===== config.mk =====
export PLATFORM = sky130hd
export DESIGN_NAME = tx_byte_buffer
export DESIGN_NICKNAME = d
export VERILOG_FILES = /design/src/rtl/uart_pkg.sv /design/src/rtl/byte_fifo.sv /design/src/rtl/tx_byte_buffer.sv
export SDC_FILE = /design/constraint.sdc
export NUM_CORES = 1
export LEC_CHECK = 0
export CORE_MARGIN = 2
export CORE_UTILIZATION = 32
export CTS_BUF_LIST = sky130_fd_sc_hd__clkbuf_2 sky130_fd_sc_hd__clkbuf_4 sky130_fd_sc_hd__clkbuf_8
export DETAILED_ROUTE_END_ITERATION = 8
export PLACE_DENSITY_LB_ADDON = 0.12
export SLEW_MARGIN = 20
export SYNTH_ARGS = -nofsm -noshare
export SYNTH_HDL_FRONTEND = slang
export SYNTH_SLANG_ARGS = --single-unit
export TNS_END_PERCENT = 100

===== constraint.sdc =====
create_clock -name clk -period 3.5 [get_ports clk]
set_input_delay 1.05 -clock clk [delete_from_list [all_inputs] [get_ports clk]]
set_output_delay 1.05 -clock clk [all_outputs]
set_load 0.05 [all_outputs]

===== src/rtl/uart_pkg.sv =====
// ---------------------------------------------------------------------------
// uart_pkg
// Shared definitions for the UART transmit path: the drain FSM state
// encoding used by tx_byte_buffer and the WAIT_BUSY timeout constant.
// ---------------------------------------------------------------------------
package uart_pkg;

  // Drain FSM states of the transmit byte buffer.
  typedef enum logic [1:0] {
    IDLE      = 2'd0,
    LAUNCH    = 2'd1,
    WAIT_BUSY = 2'd2,
    WAIT_DONE = 2'd3
  } drainState_e;

  // Consecutive idle isBusy cycles after which a launch is treated as
  // consumed even though the sender never acknowledged it.
  localparam int BUSY_TIMEOUT = 4;
  localparam int TIMER_W      = $clog2(BUSY_TIMEOUT);

endpackage


===== src/rtl/byte_fifo.sv =====
// ---------------------------------------------------------------------------
// byte_fifo
// Circular FIFO storage with wrapping read/write pointers. The caller is
// responsible for qualifying pushEn/popEn (no push when full unless popping,
// no pop when empty).
//
// Ports
//   clk      in   system clock, rising edge
//   reset    in   asynchronous active-low reset
//   pushEn   in   store dataIn at the write pointer this cycle
//   popEn    in   advance the read pointer this cycle
//   dataIn   in   byte to store
//   headData out  entry at the read pointer (oldest stored byte)
//   count    out  number of stored entries
//   full     out  count == DEPTH
//   empty    out  count == 0
// ---------------------------------------------------------------------------
module byte_fifo #(
  parameter int DEPTH = 16,
  parameter int WIDTH = 8
) (
  input  logic                   clk,
  input  logic                   reset,
  input  logic                   pushEn,
  input  logic                   popEn,
  input  logic [WIDTH-1:0]       dataIn,
  output logic [WIDTH-1:0]       headData,
  output logic [$clog2(DEPTH):0] count,
  output logic                   full,
  output logic                   empty
);

  localparam int AW = $clog2(DEPTH);

  logic [WIDTH-1:0] mem [DEPTH];
  logic [AW-1:0]    wrPtr;
  logic [AW-1:0]    rdPtr;

  // NOTE: storage is written without a reset; only pointers and count define
  // which entries are valid, so clearing the array would buy nothing.
  always_ff @(posedge clk) begin
    if (pushEn) begin
      mem[wrPtr] <= dataIn;
    end
  end

  // Pointers are exactly log2(DEPTH) bits, so the +1 wraps DEPTH-1 -> 0.
  // NOTE: sequential state uses non-blocking assignments so every register
  // samples values from before the edge, independent of statement order.
  always_ff @(posedge clk or negedge reset) begin
    if (!reset) begin
      wrPtr <= '0;
      rdPtr <= '0;
      count <= '0;
    end else begin
      if (pushEn) wrPtr <= wrPtr + 1'b1;
      if (popEn)  rdPtr <= rdPtr + 1'b1;
      case ({pushEn, popEn})
        2'b10:   count <= count + 1'b1;
        2'b01:   count <= count - 1'b1;
        default: count <= count;
      endcase
    end
  end

  assign headData = mem[rdPtr];
  assign full     = (count == (AW+1)'(DEPTH));
  assign empty    = (count == '0);

endmodule


===== src/rtl/tx_byte_buffer.sv =====
// ---------------------------------------------------------------------------
// tx_byte_buffer
// Buffers result bytes from dNNProcessingElement and drains them one at a
// time into Sender_V. Each byte is popped into the TxData register, launched
// with a one-cycle doTransmit, and the FSM then waits for the sender to go
// busy and idle again. If the sender never raises isBusy within
// BUSY_TIMEOUT cycles, the byte is considered consumed and not resent.
//
// Ports
//   clk        in   system (divided) clock, rising edge
//   reset      in   asynchronous active-low reset
//   dataIn     in   result byte from the processing element
//   inValid    in   one-cycle write strobe (PE doTransmit)
//   full       out  FIFO holds DEPTH entries
//   count      out  number of stored entries
//   overflow   out  sticky: a write was dropped because the FIFO was full
//   isBusy     in   busy flag from the UART sender
//   TxData     out  byte presented to the UART sender
//   doTransmit out  one-cycle launch strobe to the UART sender
// ---------------------------------------------------------------------------
module tx_byte_buffer
  import uart_pkg::*;
#(
  parameter int DEPTH = 16,
  parameter int WIDTH = 8
) (
  input  logic                   clk,
  input  logic                   reset,
  input  logic [WIDTH-1:0]       dataIn,
  input  logic                   inValid,
  output logic                   full,
  output logic [$clog2(DEPTH):0] count,
  output logic                   overflow,
  input  logic                   isBusy,
  output logic [WIDTH-1:0]       TxData,
  output logic                   doTransmit
);

  drainState_e        state;
  drainState_e        nextState;
  logic [TIMER_W-1:0] timer;
  logic [TIMER_W-1:0] nextTimer;
  logic               popEn;
  logic               pushEn;
  logic               empty;
  logic [WIDTH-1:0]   headData;

  // A full FIFO still accepts a byte when the drain pops in the same cycle,
  // because the write lands in the slot the pop frees.
  assign pushEn = inValid && (!full || popEn);

  byte_fifo #(
    .DEPTH (DEPTH),
    .WIDTH (WIDTH)
  ) u_fifo (
    .clk      (clk),
    .reset    (reset),
    .pushEn   (pushEn),
    .popEn    (popEn),
    .dataIn   (dataIn),
    .headData (headData),
    .count    (count),
    .full     (full),
    .empty    (empty)
  );

  // NOTE: every signal driven here gets a default first, so no path through
  // the case leaves one unassigned and no latch is inferred.
  always_comb begin
    nextState = state;
    nextTimer = '0;
    popEn     = 1'b0;
    case (state)
      IDLE: begin
        if (!empty && !isBusy) begin
          popEn     = 1'b1;
          nextState = LAUNCH;
        end
      end
      LAUNCH: begin
        nextState = WAIT_BUSY;
      end
      WAIT_BUSY: begin
        // Any isBusy=1 leaves this state, so the timer only ever counts
        // consecutive idle cycles.
        if (isBusy) begin
          nextState = WAIT_DONE;
        end else if (timer == TIMER_W'(BUSY_TIMEOUT - 1)) begin
          nextState = IDLE;
        end else begin
          nextTimer = timer + 1'b1;
        end
      end
      WAIT_DONE: begin
        if (!isBusy) nextState = IDLE;
      end
      default: begin
        nextState = IDLE;
      end
    endcase
  end

  always_ff @(posedge clk or negedge reset) begin
    if (!reset) begin
      state <= IDLE;
      timer <= '0;
    end else begin
      state <= nextState;
      timer <= nextTimer;
    end
  end

  // TxData holds the popped byte until the next pop replaces it.
  always_ff @(posedge clk or negedge reset) begin
    if (!reset) begin
      TxData <= '0;
    end else if (popEn) begin
      TxData <= headData;
    end
  end

  always_ff @(posedge clk or negedge reset) begin
    if (!reset) begin
      overflow <= 1'b0;
    end else if (inValid && full && !popEn) begin
      overflow <= 1'b1;
    end
  end

  // Decoded from the registered state, so the strobe is glitch-free and
  // exactly one cycle wide.
  assign doTransmit = (state == LAUNCH);

endmodule


==> results.toml, run 1 <==
[status]
status = "finished clean"

[place]
gp_congestion = 0.770
port_buffers = 27
place_hpwl_mm = 8.37
placed_cell_area_sq_um = 7030

[pwr]
internal-power_mw = 3.87
p_leak_nw = 2.58
combPwrFrac = 0.346
switching_power_mw = 2.02
seqPwrFrac = 0.427
pwr-share-clk = 0.227
irDropWorstVdd_uv = 275
power_density_nw_per_um2 = 795
switching_share = 0.343

[detailed_routing]
first_pass_iters = 4
route.detailed.drc = 0
wl_per_cell_microns = 19.3
routed_wl_mm = 13.1
vias_per_cell = 4.68
final_antenna_net_count = 0
drt_iter0_markers = 150
vias = 3180

[finish]
nets = 423
fillers = 1842
design_area_sq_um = 7420
diodes = 0
area_growth_pct = 17.9
utilization = 0.382
drive_gt1_frac = 0.258

[setup_path]
worst_r2r_endpoint = "u_fifo.count[4]"
reg2reg_depth = 10
critPathLaunch = "u_fifo.count[2]"
crit_path_end_kind = "primary output"
worstPathRequired_ns = 2.45
setup.worst_path.class = "reg2out"
critPathLaunchType = "flop"
crit_end = "full"
crit_arrival_ns = 2.18
rrSetupSlack_ns = 0.70
path_max_fanout = 8
r2r-start = "u_fifo.count[2]"

[timing]
hold_viol_final = 0
slew_headroom = 0.434
fin_skew_ns = 0.0109
worst_slew_pin_slew_ns = 0.846
final-setup-viol-count = 0
maxSlewViolCount = 0
fin_tns_setup_ns = 0
min_period_ns = 3.23
clock.fmax_ghz = 0.310
rsz0062_at_grt = "false"
period_share = 0.922

[yosys]
synth_area_leader_cell = "edfxtp_1"
yosysWarnings = 0
yosysTopAreaCellShare = 0.611
syn_avg_cell_area_sq_um = 18.4
synth_seq_area_share = 0.715
syn_nets = 363
synth_edf_count = 128
synth.cell_area_sq_um = 6290
synth_cells = 341
synth_area_leaders = "edfxtp_1 (61%), mux4_2 (11%), dfrtp_1 (10%)"
ys.flop_type = "edfxtp_1"
ys_seq_elements = 154
async_flop_share = 0.169
synth_cell_types = 40

[grt]
grt_pass1_vias = 3227
grt_overflow = 0
grt_max_degree = 28
antenna_found_initial = 0
grt_pass1_wl_mm = 19.6
grt_use_total = 0.134

[clocking]
clock_path_buffers = 2
htreeDepth = 4
clockRootBuffer = "clkbuf_8"
cts_made_buffers = 17
cts_tree = "yes"
cts_sinks = 154
clkSlewWorstSetupHoldPaths_ns = 0.08
insertion_delay_ns = 0.44

[floorplanning]
dieArea_sq_um = 20800
start_util = 0.324
chipWidth_microns = 144
rows = 51
core_area_sq_um = 19400
die_h_microns = 144
pin_count = 28

[min_path]
hold_class = "reg2reg"

[flow_run]
max-cap-violations = 0
[layout by cell type (no fill, tap or decap), types with 10 or more instances in the layout]
master,synthesis,final
buf_4,3,31
clkbuf_8,0,17
clkdlybuf4s50_1,0,26
dfrtp_1,26,25
edfxtp_1,128,128
ha_1,10,10
mux2i_1,14,14
mux4_2,32,32
nand2_1,19,19
nor2_1,16,16
o21ai_0,12,12
[layer usage]
metal,vias to the layer above,global-route usage,wire (microns)
li1,1459,-,-
met1,1659,0.169,5880
met2,51,0.227,6660
met3,11,0.0338,420
met4,0,0.0429,112
met5,-,0,0
[what timing repair did]
action	CTS	global route
gates resized for setup	1	0
hold buffers	0	0
setup endpoints to repair	1	0
buffers inserted	0	0
[synthesized netlist by cell type, drive strengths merged, types with 6 or more instances]
master / count
edfxtp: 128
dfrtp: 26
mux4: 32
o21ai: 13
buf: 14
nor2: 16
xnor2: 7
nand2b: 6
mux2i: 14
nand2: 20
ha: 10
mux2: 7
[worst min-delay path by stage]
stage	start	endpoint	slack, ns	cells past startpoint
floorplan	timer[0]	timer[0]	0.42	1
global placement	timer[0]	timer[0]	0.43	1
detailed placement	timer[0]	timer[0]	0.44	1
CTS	timer[0]	timer[0]	0.45	1
global route	timer[0]	timer[0]	0.48	1
finish	timer[0]	timer[0]	0.44	1
[cell families (layout without fill, tap and decap cells)]
| group | Yosys count | count (layout) | share of synthesized area |
|---|---|---|---|
| flip-flops | 154 | 154 | 0.715 |
| adder cells (fa/ha/maj) | 10 | 10 | 0.0199 |
| AND/OR/NAND/NOR | 64 | 64 | 0.0525 |
| XOR/XNOR | 10 | 10 | 0.0139 |
| AO/OA/AOI/OAI | 27 | 27 | 0.0273 |
| buffers and inverters | 23 | 96 | 0.0225 |
| multiplexers | 53 | 53 | 0.149 |
[sequential cells by signal, summed over array words and instances, names as in the netlist]
register      count
overflow          1
TxData            8
u_fifo.wrPtr      4
u_fifo.rdPtr      4
state             2
u_fifo.count      5
u_fifo.mem      128
timer             2
[power groups by stage]
stage | combinational, mW | clock (mW) | sequential [mW]
after floorplan | 1.30 | 0 | 2.69
after global placement | 2.08 | 0 | 2.56
after detailed placement | 2.09 | 0 | 2.57
after CTS | 2.10 | 1.39 | 2.53
after global routing | 2.21 | 1.46 | 2.56
final | 2.04 | 1.34 | 2.52
[worst max-delay path, cell delays in order (launching register included)]
cell and delay, ns:
dfrtp_1 0.47, or4_4 0.59, nor2_1 0.14, dlygate4sd2_1 0.54
[area by class of cell]
cell class / count / area, sq um / share of cell area
Clock inverter: 13 / 141 / 0.0191
Multi-Input combinational cell: 164 / 1660 / 0.224
Sequential cell: 154 / 4500 / 0.606
Timing Repair Buffer: 59 / 522 / 0.0704
Inverter: 5 / 18.8 / 0.00253
Tap cell: 265 / 332 / 0.0447
Clock buffer: 19 / 249 / 0.0336
[per-stage QoR]
step	hold WS (ns)	cells	setup slack [ns]	power [mW]
after CTS	0.448	679	0.241	6.01
after global routing	0.476	679	0.143	6.23
after detailed placement	0.436	647	-0.0376	4.66
final	0.441	679	0.274	5.90
after global placement	0.429	647	-0.0160	4.64
after floorplan	0.415	341	0.272	3.99
Power figures use the tool's default switching activity.
==> run 2, diff against run 1 <==
clock period = 2.7 ns   (was 3.5 ns; I/O delays follow)
==> run 2 against run 1 <==
- die area stayed put
- register-to-register slack worse by 0.64 ns
- via count is 3.1% higher
- largest power group unchanged
- routed wire length is 5.3% higher
- clock power is 28% higher
- global-route usage is 1.1 points higher
==> results.toml, run 2 (same netlist as run 1, synthesis figures left out) <==
[finish]
nets = 442
utilization = 0.392
drive_gt1_frac = 0.319
diodes = 0
largest_reg_flops = 128
mostFrequentLayoutCells = "edfxtp_1 (128), buf_4 (49), mux4_2 (32), clkdlybuf4s50_1 (25), dfrtp_1 (21)"
largestRegisters = "u_fifo.mem: 128 flops, TxData: 8 flops, u_fifo.count: 5 flops"
largest_register = "u_fifo.mem"
design_area_sq_um = 7610
area_growth_pct = 21.0
final_common_cell = "edfxtp_1"

[timing]
worst_slew_pin_slew_ns = 0.723
clock.fmax_ghz = 0.379
rsz0062_at_grt = "true"
min_period_ns = 2.64
fin_skew_ns = 0.0134
period_share = 0.977
timing.hold.ws_ns = 0.448
hold_viol_final = 0
final-setup-viol-count = 0
slew_headroom = 0.518
maxSlewViolCount = 0

[grt]
antenna_found_initial = 0
grt_pass1_vias = 3419
grt_overflow = 0
grt_use_total = 0.144
grt_max_degree = 36
grt_pass1_wl_mm = 21.0

[flow_run]
max-cap-violations = 0

[floorplanning]
die_h_microns = 144
rows = 51
dieArea_sq_um = 20800
pin_count = 28
core_area_sq_um = 19400
start_util = 0.324
chipWidth_microns = 144

[place]
port_buffers = 27
place_hpwl_mm = 8.76
placed_cell_area_sq_um = 7210
gp_congestion = 0.785

[clocking]
cts_tree = "yes"
htreeDepth = 4
cts_sinks = 154
clock_path_buffers = 2
insertion_delay_ns = 0.45
clkSlewWorstSetupHoldPaths_ns = 0.09
cts_made_buffers = 17
clockRootBuffer = "clkbuf_8"
ctsHoldBuffers = 0

[detailed_routing]
wl_per_cell_microns = 19.7
drt_iter0_markers = 219
vias = 3279
first_pass_iters = 4
route.detailed.drc = 0
vias_per_cell = 4.70
final_antenna_net_count = 0
routed_wl_mm = 13.8

[min_path]
hold_class = "reg2reg"
hold_start = "timer[0]"

[setup_path]
crit_arrival_ns = 2.96
crit_end = "u_fifo.count[4]"
path_max_fanout = 4
worst_r2r_endpoint = "u_fifo.count[4]"
critPathLaunchType = "flop"
rrSetupSlack_ns = 0.06
worstPathRequired_ns = 3.02
r2r-start = "u_fifo.count[0]"
reg2reg_depth = 10
crit_path_end_kind = "flop"
critPathLaunch = "u_fifo.count[0]"
setup.worst_path.class = "reg2reg"

[status]
status = "finished clean"

[pwr]
power_density_nw_per_um2 = 1020
p_leak_nw = 2.67
irDropWorstVdd_uv = 465
run 2: per-layer routing:
layer | share of wire | GRT usage | up-vias
met2 | 0.48 | 0.230 | 68
li1 | - | - | 1496
met4 | 0.0089 | 0.0414 | 0
met3 | 0.047 | 0.0308 | 9
met1 | 0.47 | 0.201 | 1706
met5 | 0 | 0 | -
run 2: worst min-delay path by stage:
stage / end / slack [ns] / cells after the start
6_report: timer[0] / 0.45 / 1
5_1_grt: timer[0] / 0.49 / 1
4_1_cts: timer[0] / 0.46 / 1
3_5_place_dp: timer[0] / 0.44 / 1
3_3_place_gp: timer[0] / 0.43 / 1
2_1_floorplan: timer[0] / 0.42 / 1
run 2: repair_timing:
item | in CTS | in global routing
gates resized for setup | 2 | 2
endpoints found under the hold margin | 0 | 0
buffers inserted | 0 | 1
endpoints found under the setup margin | 1 | 3
pin swaps | 0 | 4
run 2: worst max-delay path: stages, from the launching register on:
cell,delay (ns)
dfrtp_2,0.41
or4_4,0.57
o31a_1,0.35
inv_4,0.08
ha_4,0.14
xor2_1,0.06
ha_2,0.17
o211a_1,0.21
or4_1,0.39
nand3_1,0.09
nor3b_1,0.05
run 2: report_power, final:
part | switching (mW) | internal [mW] | total [mW]
Combinational | 1.52 | 1.32 | 2.85
Clock | 0.922 | 0.788 | 1.71
Sequential | 0.270 | 2.96 | 3.23
Total | 2.71 | 5.07 | 7.78
run 2: area by class of cell:
cell class,count,area [sq um]
Inverter,5,21.3
Sequential cell,154,4500
Clock buffer,19,255
Tap cell,265,332
Fill cell,1842,11800
Clock inverter,13,133
Timing Repair Buffer,78,687
Multi-Input combinational cell,164,1680
run 2: metrics by stage:
step,setup slack (ns),setup TNS (ns),cells,power [mW]
after global routing,-0.0347,-0.0690,698,8.24
after detailed placement,-0.529,-22.05,665,6.19
after global placement,-0.503,-18.81,665,6.18
after floorplan,-0.229,-0.268,341,5.20
final,0.0633,0,698,7.78
after CTS,0.00387,0,697,7.91
==> run 3, diff against run 2 <==
CORE_UTILIZATION = 56   (was 32)
CTS_CLUSTER_DIAMETER = 50   (was default)
SKIP_LAST_GASP = 1   (was default)
==> run 3 against run 2 <==
- non-clock buffer count decreased by 5
- hold slack got worse by 0.0058 ns
- cell count decreased by 19%
- clock power decreased by 7%
- clock skew decreased by 0.0042 ns
- sequential cell count unchanged
- largest power group unchanged
- highest routed layer unchanged
==> results.toml, run 3 (same netlist as run 1, synthesis figures left out) <==
[status]
status = "finished clean"

[detailed_routing]
vias_per_cell = 5.75
final_antenna_net_count = 0
first_pass_iters = 4
wl_per_cell_microns = 20.1
routed_wl_mm = 11.4
route.detailed.drc = 0
vias = 3252
drt_iter0_markers = 198

[timing]
rsz0062_at_grt = "true"
min_period_ns = 2.63
slew_headroom = 0.617
maxSlewViolCount = 0
timing.final.ws_setup_ns = 0.0689
final-setup-viol-count = 0
timing.hold.ws_ns = 0.442
clock.fmax_ghz = 0.380
period_share = 0.974
worst_slew_pin_slew_ns = 0.573
hold_viol_final = 0
fin_skew_ns = 0.00911

[finish]
fillers = 746
design_area_sq_um = 7380
drive_gt1_frac = 0.300
fin_cells = 566
diodes = 0
largest_register = "u_fifo.mem"
mostFrequentLayoutCells = "edfxtp_1 (128), buf_4 (45), mux4_2 (32), clkdlybuf4s50_1 (24), dfrtp_1 (21)"
largestRegisters = "u_fifo.mem: 128 flops, TxData: 8 flops, u_fifo.count: 5 flops"
largest_reg_flops = 128
nets = 437
final_common_cell = "edfxtp_1"
area_growth_pct = 17.4

[grt]
grt_pass1_vias = 3200
grt_max_degree = 27
grt_use_total = 0.206
grt_overflow = 0
antenna_found_initial = 0
grt_pass1_wl_mm = 17.5

[setup_path]
crit_path_end_kind = "flop"
setup.worst_path.class = "reg2reg"
path_max_fanout = 4
cpPeakStageDelay_ns = 0.57
reg2reg_depth = 10
critPathLaunchType = "flop"
cpMaxStageDelayCell = "or4_4"
worstPathRequired_ns = 3.00
path_cells = "or4_4 -> o31a_1 -> inv_4 -> ha_4 -> xor2_1 -> ha_2 -> o211a_1 -> or4_1 -> nand3_1 -> nor3b_1"
crit_arrival_ns = 2.93

[place]
place_inst = 534
placed_cell_area_sq_um = 6990
place_hpwl_mm = 7.65
port_buffers = 27
dp_slack_ns = -0.532
gp_congestion = 0.800

[floorplanning]
dieArea_sq_um = 12100
start_util = 0.578
pin_count = 28
core_area_sq_um = 10900
chipWidth_microns = 110
die_h_microns = 110
rows = 38

[pwr]
p_leak_nw = 2.64
power_density_nw_per_um2 = 1030
irDropWorstVdd_uv = 649
total_power_mw = 7.58

[clocking]
clockRootBuffer = "clkbuf_8"
cts_tree = "yes"
cts_made_buffers = 17
cts_sinks = 154
htreeDepth = 4
insertion_delay_ns = 0.43
clkSlewWorstSetupHoldPaths_ns = 0.08
ctsHoldBuffers = 0
clock_path_buffers = 2

[flow_run]
max-cap-violations = 0

[min_path]
hold_class = "reg2reg"
whs_path_depth = 1
==> run 3: routing by layer <==
metal,vias to the layer above,global-route usage,part of all wire
li1,1478,-,-
met1,1677,0.287,0.45
met2,88,0.322,0.49
met3,9,0.0547,0.046
met4,0,0.0660,0.0091
met5,-,0,0
==> run 3: final timing paths <==
path	start	endpoint	slack [ns]
min	timer[0]	timer[0]	0.44
min reg2reg	timer[0]	timer[0]	0.44
max	u_fifo.count[3]	u_fifo.count[4]	0.07
max reg2reg	u_fifo.count[3]	u_fifo.count[4]	0.07
min in group asynchronous	reset	u_fifo.wrPtr[2]	0.76
max in group asynchronous	reset	u_fifo.count[0]	1.67
==> run 3: power breakdown <==
group          leakage [nW]  internal (mW)  total [mW]  switching [mW]
clock network         0.175          0.801        1.59           0.791
logic                 0.998           1.30        2.76            1.45
registers              1.47           2.96        3.23           0.273
==> run 3: cell type report <==
| class | instances | area [sq um] | area share |
|---|---|---|---|
| Sequential cell | 154 | 4500 | 0.610 |
| Multi-Input combinational cell | 164 | 1680 | 0.227 |
| Timing Repair Buffer | 73 | 643 | 0.0871 |
| Clock buffer | 17 | 234 | 0.0317 |
| Tap cell | 140 | 175 | 0.0237 |
| Clock inverter | 13 | 130 | 0.0176 |
| Inverter | 5 | 21.3 | 0.00288 |
==> run 3: critical path: cells and delay by family, from the launching register on <==
family	cells	cell delay (ns)
adders and majority gates	2	0.32
and+or+nand+nor	4	1.10
xor gates and xnor gates	1	0.07
AOI/OAI and AO/OA	2	0.52
buffers and inverters	1	0.08
DFF	1	0.42
==> run 3: metrics by stage <==
| stage | utilization | setup TNS, ns |
|---|---|---|
| 6_report | 0.678 | 0 |
| 4_1_cts | 0.677 | 0 |
| 3_3_place_gp | 0.642 | -8.14 |
| 2_1_floorplan | - | -0.268 |
| 3_5_place_dp | 0.642 | -17.50 |
| 5_1_grt | 0.678 | -0.0409 |
==> run 3: repair_timing <==
action / in CTS / in global routing
gates resized for setup: 1 / 4
setup endpoints to repair: 1 / 16
setup buffers: 1 / 1
pin swaps: 1 / 2
